[src/rtl/lsu_unit_if.sv]
// Memory-side bus of the load/store unit: word-addressed request channel
// (req/gnt) plus a separate load-response channel (rvalid/rdata).
//   req    : request valid, held until gnt
//   we     : 1 = write, 0 = read
//   addr   : word-aligned byte address
//   be     : byte enables
//   wdata  : lane-replicated store data
//   gnt    : memory accepted the request this cycle
//   rvalid : load data valid
//   rdata  : raw load word
interface lsu_unit_if;
  logic        req;
  logic        we;
  logic [31:0] addr;
  logic [3:0]  be;
  logic [31:0] wdata;
  logic        gnt;
  logic        rvalid;
  logic [31:0] rdata;

  modport master (output req, we, addr, be, wdata, input gnt, rvalid, rdata);
  modport slave  (input req, we, addr, be, wdata, output gnt, rvalid, rdata);
endinterface

[src/rtl/lsu_unit.sv]
// RV32 load/store unit: turns an effective address, funct3 and rs2 into one
// word-wide memory access, and returns extended load data with a status code.
//   clk, rst     : clock, synchronous active-high reset
//   start_i      : access request, sampled in IDLE only
//   is_store_i   : 1 = store, 0 = load
//   funct3_i     : RV32I load/store funct3
//   addr_i       : effective byte address
//   wdata_i      : store data (rs2)
//   busy_o       : access in flight
//   done_o       : one-cycle completion pulse
//   err_o        : 00 ok, 01 misaligned, 10 illegal funct3, 11 timeout
//   rdata_o      : extended load data, valid with done_o
//   mem          : memory bus (master side)
module lsu_unit #(
  parameter int unsigned TIMEOUT = 16,
  parameter int unsigned TO_W    = 5
) (
  input  logic        clk,
  input  logic        rst,
  input  logic        start_i,
  input  logic        is_store_i,
  input  logic [2:0]  funct3_i,
  input  logic [31:0] addr_i,
  input  logic [31:0] wdata_i,
  output logic        busy_o,
  output logic        done_o,
  output logic [1:0]  err_o,
  output logic [31:0] rdata_o,
  lsu_unit_if.master  mem
);

  localparam int unsigned AW = 32;
  localparam int unsigned DW = 32;
  localparam int unsigned BW = 4;

  localparam logic [1:0] ERR_OK   = 2'b00;
  localparam logic [1:0] ERR_MIS  = 2'b01;
  localparam logic [1:0] ERR_ILL  = 2'b10;
  localparam logic [1:0] ERR_TOUT = 2'b11;

  typedef enum logic [1:0] {IDLE, REQ, WAIT, DONE} state_t;

  state_t          state_q, state_n;
  logic [TO_W-1:0] cnt_q, cnt_n;
  logic            is_store_q, is_store_n;
  logic [2:0]      funct3_q, funct3_n;
  logic [1:0]      off_q, off_n;
  logic            busy_q, busy_n;
  logic            done_q, done_n;
  logic [1:0]      err_q, err_n;
  logic [DW-1:0]   rdata_q, rdata_n;
  logic            req_q, req_n;
  logic            we_q, we_n;
  logic [AW-1:0]   addr_q, addr_n;
  logic [BW-1:0]   be_q, be_n;
  logic [DW-1:0]   wdata_q, wdata_n;

  // Select the addressed byte/half of the raw word and extend per funct3.
  function automatic logic [DW-1:0] extract(input logic [2:0] f3,
                                            input logic [1:0] off,
                                            input logic [DW-1:0] w);
    logic [7:0]  b;
    logic [15:0] h;
    b = 8'(w >> {off, 3'b000});
    h = off[1] ? w[31:16] : w[15:0];
    case (f3)
      3'b000:  extract = {{24{b[7]}}, b};
      3'b100:  extract = {24'd0, b};
      3'b001:  extract = {{16{h[15]}}, h};
      3'b101:  extract = {16'd0, h};
      default: extract = w;
    endcase
  endfunction

  // Decode of the incoming request in IDLE.
  logic          illegal_c, misaligned_c;
  logic [BW-1:0] st_be_c;
  logic [DW-1:0] st_wdata_c;

  always_comb begin
    if (is_store_i)
      illegal_c = (funct3_i[2] == 1'b1) || (funct3_i[1:0] == 2'b11);
    else
      illegal_c = (funct3_i == 3'b011) || (funct3_i[2:1] == 2'b11);
    misaligned_c = ((funct3_i[1:0] == 2'b01) && addr_i[0]) ||
                   ((funct3_i[1:0] == 2'b10) && (addr_i[1:0] != 2'b00));
    case (funct3_i[1:0])
      2'b00: begin
        st_be_c    = 4'b0001 << addr_i[1:0];
        st_wdata_c = {4{wdata_i[7:0]}};
      end
      2'b01: begin
        st_be_c    = addr_i[1] ? 4'b1100 : 4'b0011;
        st_wdata_c = {2{wdata_i[15:0]}};
      end
      default: begin
        st_be_c    = 4'b1111;
        st_wdata_c = wdata_i;
      end
    endcase
  end

  // Next-state and next-output logic.
  always_comb begin
    state_n    = state_q;
    cnt_n      = cnt_q;
    is_store_n = is_store_q;
    funct3_n   = funct3_q;
    off_n      = off_q;
    done_n     = 1'b0;
    err_n      = err_q;
    rdata_n    = rdata_q;
    req_n      = 1'b0;
    we_n       = we_q;
    addr_n     = addr_q;
    be_n       = be_q;
    wdata_n    = wdata_q;

    case (state_q)
      IDLE: begin
        if (start_i) begin
          is_store_n = is_store_i;
          funct3_n   = funct3_i;
          off_n      = addr_i[1:0];
          if (illegal_c || misaligned_c) begin
            state_n = DONE;
            done_n  = 1'b1;
            err_n   = illegal_c ? ERR_ILL : ERR_MIS;
            rdata_n = '0;
          end else begin
            state_n = REQ;
            req_n   = 1'b1;
            we_n    = is_store_i;
            addr_n  = {addr_i[31:2], 2'b00};
            be_n    = is_store_i ? st_be_c : 4'b1111;
            wdata_n = st_wdata_c;
          end
        end
      end
      REQ: begin
        req_n = 1'b1;
        if (mem.gnt) begin
          req_n = 1'b0;
          if (is_store_q) begin
            state_n = DONE;
            done_n  = 1'b1;
            err_n   = ERR_OK;
            rdata_n = '0;
          end else begin
            state_n = WAIT;
            cnt_n   = '0;
          end
        end
      end
      WAIT: begin
        cnt_n = cnt_q + TO_W'(1);
        // rvalid takes priority over the timeout on the boundary cycle
        if (mem.rvalid) begin
          state_n = DONE;
          done_n  = 1'b1;
          err_n   = ERR_OK;
          rdata_n = extract(funct3_q, off_q, mem.rdata);
        end else if (cnt_q == TO_W'(TIMEOUT - 1)) begin
          state_n = DONE;
          done_n  = 1'b1;
          err_n   = ERR_TOUT;
          rdata_n = '0;
        end
      end
      DONE: begin
        state_n = IDLE;
      end
      default: begin
        state_n = IDLE;
      end
    endcase

    busy_n = (state_n != IDLE);
  end

  // State and output registers.
  always_ff @(posedge clk) begin
    if (rst) begin
      state_q    <= IDLE;
      cnt_q      <= '0;
      is_store_q <= 1'b0;
      funct3_q   <= '0;
      off_q      <= '0;
      busy_q     <= 1'b0;
      done_q     <= 1'b0;
      err_q      <= '0;
      rdata_q    <= '0;
      req_q      <= 1'b0;
      we_q       <= 1'b0;
      addr_q     <= '0;
      be_q       <= '0;
      wdata_q    <= '0;
    end else begin
      state_q    <= state_n;
      cnt_q      <= cnt_n;
      is_store_q <= is_store_n;
      funct3_q   <= funct3_n;
      off_q      <= off_n;
      busy_q     <= busy_n;
      done_q     <= done_n;
      err_q      <= err_n;
      rdata_q    <= rdata_n;
      req_q      <= req_n;
      we_q       <= we_n;
      addr_q     <= addr_n;
      be_q       <= be_n;
      wdata_q    <= wdata_n;
    end
  end

  assign busy_o    = busy_q;
  assign done_o    = done_q;
  assign err_o     = err_q;
  assign rdata_o   = rdata_q;
  assign mem.req   = req_q;
  assign mem.we    = we_q;
  assign mem.addr  = addr_q;
  assign mem.be    = be_q;
  assign mem.wdata = wdata_q;

endmodule

[src/flat_wrapper.sv]
// flat-port wrapper written by rule: the top's interface ports become plain ports
module lsu_unit_flat 
#(
  parameter int unsigned TIMEOUT = 16,
  parameter int unsigned TO_W    = 5
)
  (clk, rst, start_i, is_store_i, funct3_i, addr_i, wdata_i, busy_o, done_o, err_o, rdata_o, mem_req, mem_we, mem_addr, mem_be, mem_wdata, mem_gnt, mem_rvalid, mem_rdata);
  lsu_unit_if mem_i ();
  input  logic clk;
  input  logic rst;
  input  logic start_i;
  input  logic is_store_i;
  input  logic [2:0] funct3_i;
  input  logic [31:0] addr_i;
  input  logic [31:0] wdata_i;
  output logic busy_o;
  output logic done_o;
  output logic [1:0] err_o;
  output logic [31:0] rdata_o;
  output wire logic [$bits(mem_i.req)-1:0] mem_req;
  output wire logic [$bits(mem_i.we)-1:0] mem_we;
  output wire logic [$bits(mem_i.addr)-1:0] mem_addr;
  output wire logic [$bits(mem_i.be)-1:0] mem_be;
  output wire logic [$bits(mem_i.wdata)-1:0] mem_wdata;
  input wire logic [$bits(mem_i.gnt)-1:0] mem_gnt;
  input wire logic [$bits(mem_i.rvalid)-1:0] mem_rvalid;
  input wire logic [$bits(mem_i.rdata)-1:0] mem_rdata;
  assign mem_req = mem_i.req;
  assign mem_we = mem_i.we;
  assign mem_addr = mem_i.addr;
  assign mem_be = mem_i.be;
  assign mem_wdata = mem_i.wdata;
  assign mem_i.gnt = mem_gnt;
  assign mem_i.rvalid = mem_rvalid;
  assign mem_i.rdata = mem_rdata;
  lsu_unit #(.TIMEOUT(TIMEOUT), .TO_W(TO_W)) u_core (.clk(clk), .rst(rst), .start_i(start_i), .is_store_i(is_store_i), .funct3_i(funct3_i), .addr_i(addr_i), .wdata_i(wdata_i), .busy_o(busy_o), .done_o(done_o), .err_o(err_o), .rdata_o(rdata_o), .mem(mem_i));
endmodule
[config.mk]
export PLATFORM = sky130hd
export DESIGN_NAME = lsu_unit_flat
export DESIGN_NICKNAME = d
export VERILOG_FILES = /design/src/rtl/lsu_unit_if.sv /design/src/rtl/lsu_unit.sv /design/src/flat_wrapper.sv
export SDC_FILE = /design/constraint.sdc
export NUM_CORES = 1
export LEC_CHECK = 0
export CAP_MARGIN = 20
export CORE_MARGIN = 4
export CORE_UTILIZATION = 60
export DETAILED_ROUTE_END_ITERATION = 12
export DONT_BUFFER_PORTS = 1
export PLACE_DENSITY = 0.76
export SLEW_MARGIN = 10
export SYNTH_ARGS = -nofsm -noshare
export SYNTH_HDL_FRONTEND = slang
export SYNTH_SLANG_ARGS = --single-unit
[constraint.sdc]
create_clock -name clk -period 3.3 [get_ports clk]
set_input_delay 0 -clock clk [delete_from_list [all_inputs] [get_ports clk]]
set_output_delay 0 -clock clk [all_outputs]
set_load 0.02 [all_outputs]
==> impl_metrics.toml <==
[global_route]
grt_pass1_wl_um = 29000
grt-ovfl-total = 0
antenna_found_initial = 1
grt_pass1_vias = 5659
grt_max_degree = 120
grt_usage_pct = 32.4

[power_and_ir_drop]
p_int_uw = 3450
ir_worst_vdd_mv = 0.402
power_density_mw_per_mm2 = 696
seq_power_share_pct = 36.1
p_leak_uw = 0.00287
p_sw_share_pct = 34.8
combPwrFrac_pct = 28.0
p_sw_uw = 1840
pwr-share-clk_pct = 35.9

[setup_path]
start_kind = "flop"
critPathCaptureType = "flop"
cp_max_fo = 4
required_ns = 3.76
crit_type = "flop to flop"
cp_data_arrival_time_ns = 3.57

[timing]
hold_violations = 0
final.setup_skew_ns = 0.00997
final_max_slew_viol_count = 0
relSlewSlack_pct = 50.2
period_share_pct = 94.2
fmax_ghz = 0.322
rsz0062_at_grt = "false"
worst_slew_pin_slew_ns = 0.744
fin_setup_tns_ns = 0
fin_crit_ns = 3.11
finalSetupViolCount = 0

[clock_network]
htreeDepth = 4
cts_hold_buffers = 125
cts_sinks = 117
cts_setup_buffers = 0
clkTransAtPathRegs_ns = 0.06
worstSkewPairLatency_ns = 0.52
cts_buffers = 17
clk_path_buf_depth = 2
clockRootBuffer = "clkbuf_8"
cts_tree = "yes"
ctsResizeCount = 0

[final_layout]
fin_util_pct = 82.0
post_route_cells_drive_above_1_share_pct = 6.64
instances_no_fill = 928
layout.nets = 897
area_growth_pct = 32.0

[floorplan]
ios = 211
rows = 35
die_w_um = 106
design.core.area_mm2 = 0.00928
start_util_pct = 62.1
die_area_mm2 = 0.0112
die_y_um = 106

[drt]
viasPerCell = 6.08
drtIter0Drc = 478
drcViolationCount = 0
wl_um = 18400
wl_per_cell_um = 19.8
dr.pass1.iters = 5
postRouteAntennaNets = 0
via_count = 5642

[synthesis]
avgSynthCellArea_um2 = 8.37
ys_warn_count = 0
synthMostInstantiatedCell = "nand2_1"
synth_xor_area_share_pct = 0
synthMuxAreaShare_pct = 11.9
synth_top_cell_area_share_pct = 40.6
synth-compound-area-share_pct = 19.0
synthTopCellsByCount = "nand2_1 (148), dfxtp_1 (117), a21oi_1 (71)"
synthSimpleGateAreaFrac_pct = 20.8
synth_area_leader_cell = "dfxtp_1"
synth.area.top_cells = "dfxtp_1 (41%), mux2i_1 (11%), nand2_1 (9.6%), a21oi_1 (6.2%), nand2b_1 (4.3%)"
synth_cell_types = 48
synth.yosys.seq_area_share_pct = 40.6
synth_adder_area_share_pct = 1.52
synthArstFlopShare_pct = 0
synth-edff-count = 0
ys_ff_latch = 117
syn_area_mm2 = 0.00577
synth_flop_cell = "dfxtp_1"
synth_cells = 689
synth_top_family_by_area = "simple AND/OR/NAND/NOR gates"

[worst_hold_path]
hp-class = "input pin to flop"

[job]
max-cap-violations = 0

[placement]
dp_hpwl_um = 10200
place_congestion = 0.886
port_buffers = 0
dp_cells = 769

[run_status]
run_status = "finished, final reports clean"
==> worst max-delay path, cell delays in order, from the launching register on <==
cell           delay [ns]
dfxtp_1              0.39
inv_1                0.11
ha_1                 0.34
a21oi_1              0.17
dlygate4sd3_1        0.57
a2bb2oi_1            0.06
dlygate4sd3_1        0.57
a311oi_1             0.27
dlygate4sd3_1        0.58
==> final timing paths <==
| path | start | endpoint | slack (ns) | cells past startpoint |
|---|---|---|---|---|
| min | mem_rdata[15] | u_core.rdata_o[15]$_SDFFE_PP0P_ | 0.04 | 4 |
| max reg2reg | u_core.state_q[0]$_SDFF_PP0_ | u_core.err_o[0]$_SDFFE_PP0P_ | 0.19 | 8 |
| max | u_core.state_q[0]$_SDFF_PP0_ | u_core.err_o[0]$_SDFFE_PP0P_ | 0.19 | 8 |
| min reg2reg | u_core.cnt_q[2]$_SDFFE_PP0P_ | u_core.cnt_q[2]$_SDFFE_PP0P_ | 0.50 | 2 |
==> registers in the layout (all words and copies together) (netlist names) <==
signal,flops
u_core.busy_o,1
u_core.off_q,2
u_core.mem.we,1
u_core.mem.req,1
u_core.is_store_q,1
u_core.done_o,1
u_core.mem.be,4
u_core.rdata_o,32
u_core.state_q,2
u_core.err_o,2
u_core.funct3_q,3
u_core.mem.wdata,32
u_core.mem.addr,30
u_core.cnt_q,5
==> placed cells by master, fill, tap and decap left out, drive strengths merged, types with 11 or more instances in the layout <==
| cell type | instances |
|---|---|
| nand2b | 40 |
| dfxtp | 117 |
| inv | 14 |
| a211oi | 13 |
| dlygate4sd3 | 123 |
| nor2 | 35 |
| o21ai | 28 |
| a311oi | 11 |
| a21o | 17 |
| a21oi | 71 |
| nand2 | 149 |
| clkbuf | 19 |
| mux2i | 64 |
==> metrics by stage <==
| step | power, uW | hold WS, ns | setup slack [ns] | cell area (um2) |
|---|---|---|---|---|
| after floorplan | 3000 | 0.136 | 1.47 | 5770 |
| after global placement | 3090 | 0.0794 | 1.10 | 5690 |
| after detailed placement | 3140 | 0.0862 | 0.965 | 5690 |
| final | 5300 | 0.0393 | 0.190 | 7610 |
| after global routing | 5530 | 0.0758 | 0.115 | 7610 |
| after CTS | 5240 | 0.0206 | 0.279 | 7580 |
==> logic make-up after synthesis <==
logic type,after synthesis
other cells,1
mux,67
fa+ha+maj,7
flops,117
buf+inv,68
simple gates,263
compound gates,166
==> power groups by stage <==
stage | registers [uW] | clock network [uW] | logic, uW
2_1_floorplan | 1870 | 0 | 1130
3_3_place_gp | 1930 | 0 | 1160
3_5_place_dp | 1940 | 0 | 1200
4_1_cts | 1910 | 1920 | 1420
5_1_grt | 1930 | 1990 | 1610
6_report | 1910 | 1900 | 1480
==> final cells by class <==
class                   count  area, um2
multi-input cells         505       3080
clock buffers              19        442
repair buffers            132       1360
clock inverters            13        173
inverters                  12       45.0
flip-flops and latches    117       2340
well taps                 129        161
fillers                   579       1670
diodes                      1       2.50
==> per-layer routing <==
metal / global-route usage [%] / wire (um) / up-vias
met1: 35.0 / 6780 / 2643
met3: 10.9 / 1690 / 83
met4: 17.7 / 909 / 0
li1: - / - / 2574
met2: 55.8 / 9030 / 342
met5: 0 / 0 / -
No activity file was read; power rests on OpenSTA's default activity.
